[src/rtl/edge_monitor.sv]
// Multi-channel edge monitor: qualified edge pulses, saturating counts,
// sticky pending/overflow flags and first-event timestamps per channel.
// Optional macro EDGE_MON_SYNC_EN adds a 2-flop din synchronizer.
module edge_monitor #(
   parameter int NCH = 4,
   parameter int CW  = 8,
   parameter int TW  = 16
) (
   input  logic              clk,
   input  logic              reset,
   input  logic [NCH-1:0]    din,
   input  logic [2*NCH-1:0]  mode,
   input  logic [NCH-1:0]    ack,
   output logic [NCH-1:0]    rise,
   output logic [NCH-1:0]    fall,
   output logic [NCH-1:0]    pend,
   output logic [NCH-1:0]    ovf,
   output logic [NCH*CW-1:0] cnt,
   output logic [NCH*TW-1:0] stamp,
   output logic [TW-1:0]     now,
   output logic              irq
);

   logic [NCH-1:0] samp;
   logic [1:0]     prime_cnt;
   logic           primed;
   logic [TW-1:0]  now_q;

`ifdef EDGE_MON_SYNC_EN
   // Priming must outlast the synchronizer flush after reset.
   localparam logic [1:0] PRIME_N = 2'd3;

   logic [NCH-1:0] sync1;
   logic [NCH-1:0] sync2;

   // Two-flop synchronizer in front of the edge logic.
   always_ff @(posedge clk or posedge reset) begin
      if (reset) begin
         sync1 <= '0;
         sync2 <= '0;
      end else begin
         sync1 <= din;
         sync2 <= sync1;
      end
   end

   assign samp = sync2;
`else
   localparam logic [1:0] PRIME_N = 2'd1;

   assign samp = din;
`endif

   assign primed = (prime_cnt == PRIME_N);

   // Count priming cycles after reset release, then hold.
   always_ff @(posedge clk or posedge reset) begin
      if (reset) begin
         prime_cnt <= '0;
      end else if (!primed) begin
         prime_cnt <= prime_cnt + 2'd1;
      end
   end

   // Free-running timestamp, wraps naturally.
   always_ff @(posedge clk or posedge reset) begin
      if (reset) begin
         now_q <= '0;
      end else begin
         now_q <= now_q + TW'(1);
      end
   end

   assign now = now_q;
   assign irq = |pend;

   for (genvar i = 0; i < NCH; i++) begin : g_ch
      logic          is_one;
      logic          is_zero;
      logic          raw_rise;
      logic          raw_fall;
      logic          q_rise;
      logic          q_fall;
      logic          ev;
      logic          full;
      logic          prev_q;
      logic          rise_q;
      logic          fall_q;
      logic          pend_q;
      logic          ovf_q;
      logic [CW-1:0] cnt_q;
      logic [TW-1:0] stamp_q;

      // Unknown samples are neither 0 nor 1, so they never form edges.
      assign is_one   = (samp[i] === 1'b1);
      assign is_zero  = (samp[i] === 1'b0);
      assign raw_rise = primed & ~prev_q & is_one;
      assign raw_fall = primed & prev_q & is_zero;
      assign q_rise   = raw_rise & mode[2*i];
      assign q_fall   = raw_fall & mode[2*i+1];
      assign ev       = q_rise | q_fall;
      assign full     = &cnt_q;

      // Track the last known level regardless of mode.
      always_ff @(posedge clk or posedge reset) begin
         if (reset) begin
            prev_q <= 1'b0;
         end else if (is_one || is_zero) begin
            prev_q <= is_one;
         end
      end

      // Register qualified edges as one-cycle pulses.
      always_ff @(posedge clk or posedge reset) begin
         if (reset) begin
            rise_q <= 1'b0;
            fall_q <= 1'b0;
         end else begin
            rise_q <= q_rise;
            fall_q <= q_fall;
         end
      end

      // Event bookkeeping; an event in the ack cycle beats the clear.
      always_ff @(posedge clk or posedge reset) begin
         if (reset) begin
            cnt_q   <= '0;
            pend_q  <= 1'b0;
            ovf_q   <= 1'b0;
            stamp_q <= '0;
         end else if (ev && ack[i]) begin
            cnt_q   <= CW'(1);
            pend_q  <= 1'b1;
            ovf_q   <= 1'b0;
            stamp_q <= now_q;
         end else if (ev) begin
            if (full) begin
               ovf_q <= 1'b1;
            end else begin
               cnt_q <= cnt_q + CW'(1);
            end
            pend_q <= 1'b1;
            if (!pend_q) begin
               stamp_q <= now_q;
            end
         end else if (ack[i]) begin
            cnt_q  <= '0;
            pend_q <= 1'b0;
            ovf_q  <= 1'b0;
         end
      end

      assign rise[i]             = rise_q;
      assign fall[i]             = fall_q;
      assign pend[i]             = pend_q;
      assign ovf[i]              = ovf_q;
      assign cnt[CW*i +: CW]     = cnt_q;
      assign stamp[TW*i +: TW]   = stamp_q;
   end

endmodule

[config.mk]
export PLATFORM = sky130hd
export DESIGN_NAME = edge_monitor
export DESIGN_NICKNAME = d
export VERILOG_FILES = /design/src/rtl/edge_monitor.sv
export SDC_FILE = /design/constraint.sdc
export NUM_CORES = 1
export LEC_CHECK = 0
export ABC_AREA = 1
export BUFFER_PORTS_ARGS = -buffer_cell sky130_fd_sc_hd__buf_4
export CAP_MARGIN = 20
export CORE_MARGIN = 10
export CORE_UTILIZATION = 45
export DETAILED_ROUTE_END_ITERATION = 12
export PLACE_DENSITY = 0.8
export SETUP_SLACK_MARGIN = 0.15
export SYNTH_ARGS = -nofsm -noshare
export SYNTH_HDL_FRONTEND = slang
export SYNTH_SLANG_ARGS = --single-unit
[constraint.sdc]
create_clock -name clk -period 3.7 [get_ports clk]
set_input_delay 0.37 -clock clk [delete_from_list [all_inputs] [get_ports clk]]
set_output_delay 0.37 -clock clk [all_outputs]
set_load 0.01 [all_outputs]
=== Word-level counts from Yosys, hierarchy flattened ===
Cells that the tools add are included.

* Output and inout bits: 129
* Register bits: 134
* Input bits: 18
* Logic and storage cells: 174

* Bitwise operators: 32
* Mux-type cells: 52
* Add/subtract/negate cells: 6
* Reductions and logical operators: 33
* Equal/unequal tests: 21

{| class="wikitable"
|+ Operator list
! cell !! count
|-
| 16-bit 2-to-1 mux || 12
|-
| 8-bit 2-to-1 mux || 16
|-
| 8-bit by 1-bit adder with 8-bit output (second input constant) || 4
|-
| 8-bit AND reduction || 4
|-
| 1-bit bitwise AND || 24
|-
| 1-bit 2-to-1 mux || 24
|-
| 2-bit AND reduction || 12
|-
| 16-bit by 1-bit adder with 16-bit output (second input constant) || 1
|-
| 3-bit by 1-bit inequality test with 1-bit output (second input constant) || 4
|-
| 3-bit by 2-bit inequality test with 1-bit output (second input constant) || 4
|-
| 3-bit nonzero test || 4
|-
| 1-bit === test (second input constant) || 8
|-
| 2-bit by 1-bit inequality test with 1-bit output (second input constant) || 4
|-
| 2-bit nonzero test || 4
|-
| 1-bit logical AND || 4
|-
| 1-bit logical OR || 4
|-
| 1-bit inverter || 4
|-
| 1-bit bitwise OR || 4
|-
| 4-bit OR reduction || 1
|-
| 2-bit by 1-bit adder with 2-bit output (second input constant) || 1
|-
| 2-bit by 1-bit == test with 1-bit output (second input constant) || 1
|}

=== Longest topological paths before layout ===
Gate-level depths: netlist of the first run.

* Word-level depth: 8
* Mapped depth: 13
* Gate-level depth less buffers: 11

=== Worst setup path after synthesis of the first run ===
Ideal clock, no wire load.

* Path type: register to register
* Start point: reg prime_cnt[1]
* End point: reg g_ch[3].stamp_q[2]
* Clock period less this slack: 1.464 ns
* Path buffers: 2
* Setup slack: 2.236 ns
* Arrival: 1.343 ns
* Stages on the path, launching flop included: 12
* Data required time: 3.580 ns
* Cells stage by stage: dfrtp_1 inv_1 ha_1 buf_6 inv_6 nor2_4 nand3_2 nand2_4 o21ai_4 buf_6 nand2_1 o21ai_2

* Cells in the longest elaborated chain, start to end: 8
* Elaborated cells on any way between the ends: 13
* Classes of those cells: eq/ne: 2; mux: 1; bitwise: 7; reduce/logical: 3

{| class="wikitable"
|+ RTL lines
! element !! line !! RTL
|-
| from (decl) || 25 || <nowiki>logic [1:0] prime_cnt;</nowiki>
|-
| from (signal assigned) || 61 || <nowiki>prime_cnt <= prime_cnt + 2'd1;</nowiki>
|-
| 2-bit by 1-bit == test with 1-bit output (*) || 54 || <nowiki>assign primed = (prime_cnt == PRIME_N);</nowiki>
|-
| 1-bit bitwise AND (on tied branches) (2 in a row) || 97, 98 ||
|-
| 1-bit bitwise AND (on tied branches) || 99, 100 ||
|-
| 1-bit bitwise OR (*) || 101 || <nowiki>assign ev = q_rise | q_fall;</nowiki>
|-
| 1-bit logical AND || 131 || <nowiki>end else if (ev && ack[i]) begin</nowiki>
|-
| 2-bit by 1-bit inequality test with 1-bit output (no source line) / 2-bit nonzero test (equally long branches) || - ||
|-
| 2-bit AND reduction (no source line) || - ||
|-
| to (signal assigned) || 135 || <nowiki>stamp_q <= now_q;</nowiki>
|-
| to (signal assigned) || 144 || <nowiki>stamp_q <= now_q;</nowiki>
|-
| to (decl) || 92 || <nowiki>logic [TW-1:0] stamp_q;</nowiki>
|}

Mark *: on every way between the ends. The rest lies on a longest branch, timed or not.
A chain may end at the register's enable or synchronous reset.

=== Final worst setup path of the first run ===
* Start point: reg prime_cnt[1]
* End point: reg g_ch[2].stamp_q[13]

* Cells in the longest elaborated chain, start to end: 8
* Elaborated cells on any way between the ends: 13
* Classes of those cells: eq/ne: 2; mux: 1; bitwise: 7; reduce/logical: 3

{| class="wikitable"
|+ RTL lines
! element !! line
|-
| 2-bit by 1-bit == test with 1-bit output (*) || 54
|-
| 1-bit bitwise AND (on tied branches) (2 in a row) || 97, 98
|-
| 1-bit bitwise AND (on tied branches) || 99, 100
|-
| 1-bit bitwise OR (*) || 101
|-
| 1-bit logical AND || 131
|-
| 2-bit by 1-bit inequality test with 1-bit output (no source line) / 2-bit nonzero test (equally long branches) || -
|-
| 2-bit AND reduction (no source line) || -
|-
| to (signal assigned) || 135
|-
| to (signal assigned) || 144
|-
| to (decl) || 92
|}

Marks and branches as above.

==> results by group, run 1 <==
Status
  – Status: finished clean

Yosys
  – Register area share after synthesis: 0.541
  – Post-synth ARST share: 1.00
  – Top cells by area, synth: dfrtp_1 54%, nand2_1 10%, o21ai_2 5.8%, inv_1 4.2%, xor2_1 2.7%
  – Cell taking the most area after synthesis: dfrtp_1
  – Mapped Nets: around 700
  – Avg Inst Size Synth: between 9 and 10 um2
  – Synth cell count leaders: 172 x nand2_1, 134 x dfrtp_1, 70 x inv_1, 41 x o21ai_2, 35 x nor2_1
  – Cell with the most instances after synthesis: nand2_1
  – Mapped Cells: roughly 660
  – Warnings from Yosys: 0
  – Seq cells post-synth: about 130
  – Synth unique cells: 34
  – Top cell type's share of synthesized area: 0.541
  – Post-synth EDFFs: 0
  – Post-Syn Area: 6200 um2
  – Most used flip-flop cell after synthesis: dfrtp_1

Placement
  – Dpl cells: 957
  – GP Congestion: 0.862
  – DP HPWL: about 12000 um
  – Post-DP Area: 7300 um2
  – Port bufs: ~150

Timing
  – RSZ-0062 raised after global routing: false
  – Max Freq: about 510 MHz
  – Setup Viol. Count Final: 0
  – Sum Neg Setup Slack: 0 ps
  – Period utilization: 0.526
  – Final worst path period need: roughly 1900 ps
  – Fin Clk Skew: 9.01 ps
  – Slew @ Worst Pin: roughly 1000 ps
  – Final Hold Slack: 73.5 ps
  – Final slew viol count: 0
  – Slew margin rel.: 0.300
  – Final Hold Fails: 0

Worst setup path
  – Setup crit end kind: flip-flop
  – Crit path max fanout: 32
  – FF-to-FF Start: prime_cnt[1]
  – CP Data Required Time: between 3000 and 4000 ps
  – WS Path Type: reg2reg
  – Startpoint types: flip-flop
  – Setup crit start: prime_cnt[1]
  – Crit path DAT: approximately 2200 ps

Cells and area
  – Fin nets: approximately 820
  – Final Non-Filler Cells: slightly below 1000
  – Ant diodes: 0
  – Share of layout cells above drive strength 1: 0.331
  – Fin area: between 7000 and 8000 um2
  – Layout area overhead: 26.9%

Worst hold path
  – Worst hold start: din[0]
  – Tightest Hold Check Type: in2reg

Floorplan
  – Die Y-Extent: 137 um
  – Initial Utilization: 0.465
  – I/O pin cnt: 147
  – Chip width: ~140 um
  – Std-Cell Rows: 42
  – Core Area: around 13000 um2
  – Die Area: between 15000 and 20000 um2

Clock network
  – Clk slew on worst S/H paths: ~60 ps
  – Clock sink total: about 130
  – H-tree Lvls: 4
  – Longest Clk Path Bufs: 2
  – CTS root buf: clkbuf_16
  – Number of hold buffers added after cts: 0
  – CTS Buf Count: 17
  – Post-CTS Setup Inserts: 0
  – Worst skew pair latency: between 400 and 500 ps
  – TritonCTS clock tree: done
  – Post-CTS sizing: 0

Power and ir drop
  – Lkg Pwr: approximately 0.0041 uW
  – Power Total: between 3000 and 4000 uW
  – Pwr dens: ~450 nW/um2
  – Peak ir drop on the vdd network: just over 300 uV

Detailed routing
  – Post-Route WL: 15700 um
  – Drt wl/cell: ~16 um
  – Post-route DRC: 0
  – Routed length on met1: around 6600 um
  – Via count: approximately 5000
  – Met3 Routed Length: around 1300 um
  – Max layer used: met4
  – DRT iter0 DRCs: ~300
  – Metal2 WL: between 7000 and 8000 um
  – DR vias/cell: 4.92
  – Drt first pass iters: 4
  – Detail Route Antenna Nets: 0

Global routing
  – Overall Global Routing Usage: 0.170
  – First-pass GRT wire length: around 25000 um
  – Vias in the first global route: ~4800
  – Largest net degree at the start of global routing: 58
  – Gr ovfl total: 0
  – Initial antenna violation count: 0

Job
  – Max Cap Viol: 0
[path summary, 6_finish.rpt]
| check | cells past startpoint | slack, ps | to |
|---|---|---|---|
| hold reg to reg | 2 | 480 | prime_cnt[1] |
| hold / removal | 1 | 70 | g_ch[0].prev_q |
| setup reg to reg | 10 | 1760 | g_ch[2].stamp_q[13] |
| setup / recovery | 10 | 1760 | g_ch[2].stamp_q[13] |
| max in group asynchronous | 3 | 2760 | g_ch[3].stamp_q[4] |
| min in group asynchronous | 2 | 120 | g_ch[2].ovf_q |
[area by class of cell]
class                   instances  area [um2]
clock buffers                  19         453
well taps                     176         220
fillers                      1183        5470
multi-input cells             420        2290
inverters                      76         294
flip-flops and latches        134        3350
clock inverters                13         121
repair buffers                151        1150
[cells by family after synthesis]
group,Yosys count,share of synthesized area
simple gates,305,0.225
fa+ha+maj,6,0.0121
buf+inv,108,0.0910
flops,134,0.541
xor+xnor,20,0.0282
compound gates,89,0.103
[report_power, final]
part / internal (uW) / switching, uW / total, uW
clock network: 968 / 661 / 1630
logic: 147 / 214 / 361
registers: 1530 / 47.2 / 1580
[registers in the layout (all words and copies together) (netlist names)]
signal	count
g_ch.ovf_q	4
g_ch.prev_q	4
g_ch.pend_q	4
prime_cnt	2
g_ch.cnt_q	32
g_ch.rise_q	4
g_ch.stamp_q	64
now	16
g_ch.fall_q	4
[per-layer routing]
layer  GRT usage  up-vias
li1            -     2397
met1       0.206     2334
met2       0.270      121
met3      0.0674       17
met4      0.0544        0
met5           0        -
[metrics by stage]
step           setup WS, ps   util
4_1_cts                1740  0.590
5_1_grt                1550  0.590
6_report               1760  0.590
3_3_place_gp           1780  0.547
2_1_floorplan          1660      -
3_5_place_dp           1760  0.547
[worst max-delay path, cell delays in order, from the launching register on]
cell     delay (ps)
dfrtp_1         370
inv_1            50
ha_1            380
inv_6            80
nor2_2          100
nand2_2          70
nand2_2         220
o21ai_2          90
buf_4           260
nand2_1         120
o21ai_2          50
[placed cells by master (no fill, tap or decap), types with 10 or more instances in the layout]
cell type / n
nor2_1: 35
buf_4: 150
nand2_1: 172
nand3_1: 32
o21ai_1: 27
dfrtp_1: 134
nand4_1: 22
nand2_2: 15
xor2_1: 19
o21ai_0: 10
clkbuf_16: 17
inv_1: 69
o21ai_2: 41
No activity file was read; power rests on OpenSTA's default activity.
==> run 2, diff against run 1 <==
ABC_AREA = 0   (was 1)
PLACE_DENSITY = 0.81   (was 0.8)
clock period = 1.7 ns   (was 3.7 ns; I/O delays follow)
==> results by group, run 2 <==
Status
  – Status: complete, but fails checks
  – Failing checks: setup timing

Clock network
  – Longest Clk Path Bufs: 2 (unchanged)
  – TritonCTS clock tree: done
  – Clk slew on worst S/H paths: 50 ps (about the same)
  – Clock sink total: 134 (unchanged)
  – Worst skew pair latency: 410 ps (about the same)
  – CTS root buf: clkbuf_16
  – H-tree Lvls: 4 (unchanged)
  – CTS Buf Count: 17 (unchanged)

Detailed routing
  – DRT iter0 DRCs: 391 (+28%)
  – Post-Route WL: 17700 um (+12%)
  – Detail Route Antenna Nets: 0 (unchanged)
  – DR vias/cell: 5.42 (+10%)
  – Drt first pass iters: 4 (unchanged)
  – Met3 Routed Length: 982 um (-22%)
  – Drt wl/cell: 20.6 um (+29%)
  – Routed length on met1: 7160 um (+9.0%)
  – Post-route DRC: 0 (unchanged)
  – Metal2 WL: 8980 um (+16%)
  – Max layer used: met4
  – Via count: 4652 (-4.5%)

Yosys
  – Synth unique cells: 47 (+38%)
  – Seq cells post-synth: 134 (unchanged)
  – Mapped Nets: 488 (-29%)
  – Register area share after synthesis: 0.580 (+0.0390)
  – Post-Syn Area: 5790 um2 (-6.7%)
  – Cell taking the most area after synthesis: dfrtp_1
  – Mapped Cells: 464 (-30%)
  – Post-synth EDFFs: 0 (unchanged)
  – Post-synth ARST share: 1.00 (unchanged)
  – Avg Inst Size Synth: 12.5 um2 (+33%)
  – Cell with the most instances after synthesis: dfrtp_1
  – Most used flip-flop cell after synthesis: dfrtp_1
  – Warnings from Yosys: 0 (unchanged)
  – Top cells by area, synth: dfrtp_1 58%, mux2_1 11%, mux2_4 2.6%, buf_4 2.2%, a21oi_1 1.9%
  – Top cell type's share of synthesized area: 0.580 (+0.0390)
  – Synth cell count leaders: 134 x dfrtp_1, 58 x mux2_1, 23 x nor2_1, 22 x a21oi_1, 19 x nand3_1

Cells and area
  – Fillers: 856 (-28%)
  – Commonest non-fill, non-tap cells in the layout: 188 x buf_4, 132 x dfrtp_1, 66 x mux2_4, 21 x buf_6
  – Layout area overhead: 52.5%
  – Max reg flops: 64 (unchanged)
  – Ant diodes: 0 (unchanged)
  – Share of layout cells above drive strength 1: 0.553 (+0.222)
  – Largest Register: g_ch.stamp_q
  – Most common cell after layout, fill and taps aside: buf_4
  – Fin nets: 700 (-15%)
  – Final Core Density: 0.699 (+0.109)

Timing
  – Max Freq: 533 MHz (+3.6%)
  – Setup Viol. Count Final: 88 (+88)
  – Slew @ Worst Pin: 403 ps (-643 ps)
  – Sum Neg Setup Slack: -8530 ps (-8530 ps)
  – Final Hold Fails: 0 (unchanged)
  – Fin worst setup slack: -177 ps (-1930 ps)
  – RSZ-0062 raised after global routing: true
  – Period utilization: 1.10 (+0.579)
  – Final Hold Slack: 26.1 ps (-47.4 ps)
  – Slew margin rel.: 0.732 (+0.431)
  – Fin Clk Skew: 5.96 ps (-3.04 ps)
  – Final worst path period need: 1880 ps (-67.4 ps)
  – Final slew viol count: 0 (unchanged)

Global routing
  – Overall Global Routing Usage: 0.193 (+0.0236)
  – Gr ovfl total: 0 (unchanged)
  – Vias in the first global route: 5003 (+4.8%)
  – First-pass GRT wire length: 27600 um (+9.8%)
  – Initial antenna violation count: 0 (unchanged)
  – Largest net degree at the start of global routing: 75 (+29%)

Worst hold path
  – Tightest Hold Check Type: in2reg

Worst setup path
  – Startpoint types: flip-flop
  – Setup crit end kind: flip-flop
  – Crit path max fanout: 5 (-84%)
  – CP Data Required Time: 1970 ps (-2020 ps)
  – WS Path Type: reg2reg
  – Worst R2R Setup Slack: -180 ps (-1930 ps)
  – Crit path DAT: 2150 ps (-80 ps)

Power and ir drop
  – Power Total: 7710 uW (+120%)
  – Peak ir drop on the vdd network: 605 uV (+98%)
  – Pwr dens: 874 nW/um2 (+93%)
  – Lkg Pwr: 0.00422 uW (+3.4%)

Placement
  – Port bufs: 146 (unchanged)
  – DP Worst Slack: -268 ps (-2020 ps)
  – DP HPWL: 11500 um (-0.21%)
  – GP Congestion: 0.849 (-1.5%)

Floorplan
  – Core Area: 12600 um2 (-5.5%)
  – Std-Cell Rows: 41 (-2.4%)
  – Chip width: 133 um (-2.9%)
  – Die Y-Extent: 133 um (-2.9%)
  – Die Area: 17800 um2 (-5.8%)
  – I/O pin cnt: 147 (unchanged)
  – Initial Utilization: 0.458 (-0.00630)

Job
  – Max Cap Viol: 0 (unchanged)
==> run 2: cell types whose count changed after synthesis, sizes merged, moves of 8 or more <==
cell,delta
a21oi,+23
clkbuf,+8
inv,-59
mux2,+68
nand2,-173
nand3,-15
nand4,-16
nor2,-19
o21ai,-67
xnor2,+11
xor2,-14
==> run 2: cell families after synthesis <==
logic type | after synthesis | share of synthesized area
mux | 70 | 0.142
fa+ha+maj | 6 | 0.0130
simple gates | 122 | 0.121
compound gates | 65 | 0.0703
buf+inv | 50 | 0.0484
xor+xnor | 17 | 0.0257
flops | 134 | 0.580
==> run 2: layer usage <==
layer | global-route usage | vias up
met5 | 0 | -
met4 | 0.0883 | 0
met3 | 0.0496 | 42
met2 | 0.321 | 181
met1 | 0.230 | 2355
li1 | - | 2074
==> run 2: critical path: stages (launching register included) <==
cell,delay (ps)
dfrtp_1,410
ha_4,200
buf_6,120
and4b_2,230
buf_4,140
or2_4,280
buf_6,130
a21oi_2,140
a311oi_2,70
==> run 2: final timing paths <==
path                                     start                   to  depth (start not counted)
max                               prime_cnt[0]     g_ch[0].cnt_q[2]                          8
min                                     ack[0]     g_ch[0].cnt_q[3]                          2
max reg2reg                       prime_cnt[0]     g_ch[0].cnt_q[2]                          8
min reg2reg                g_ch[0].stamp_q[10]  g_ch[0].stamp_q[10]                          1
max in group asynchronous                reset     g_ch[2].cnt_q[5]                          4
min in group asynchronous                reset   g_ch[1].stamp_q[5]                          4
==> run 2: final cells by class <==
type                       instances  area, um2  share of cell area
tap                              172        215              0.0244
timing repair buffer             227       1970               0.223
clock inverter                     6       55.1             0.00624
inverter                          16       63.8             0.00723
sequential                       134       3360               0.380
clock buffer                      24        452              0.0512
multi-input combinational        280       2720               0.308
==> run 2: stage by stage <==
stage	cells	area, um2
3_3_place_gp	796	7530
2_1_floorplan	464	6050
3_5_place_dp	796	7530
5_1_grt	859	8820
6_report	859	8820
4_1_cts	854	8610
==> run 2: power breakdown <==
group	total [uW]	internal (uW)	switching [uW]
sequential	3420	3320	97.4
combinational	1040	562	478
clock	3250	1980	1270
==> run 2: what timing repair did <==
| item | CTS | global route |
|---|---|---|
| pin swaps | 26 | 17 |
| setup endpoints to repair | 98 | 104 |
| hold endpoints to repair | 148 | 0 |
| gates resized for setup | 67 | 45 |
| gates cloned | 4 | 0 |
| setup buffers | 17 | 5 |
| hold buffers | 7 | 0 |
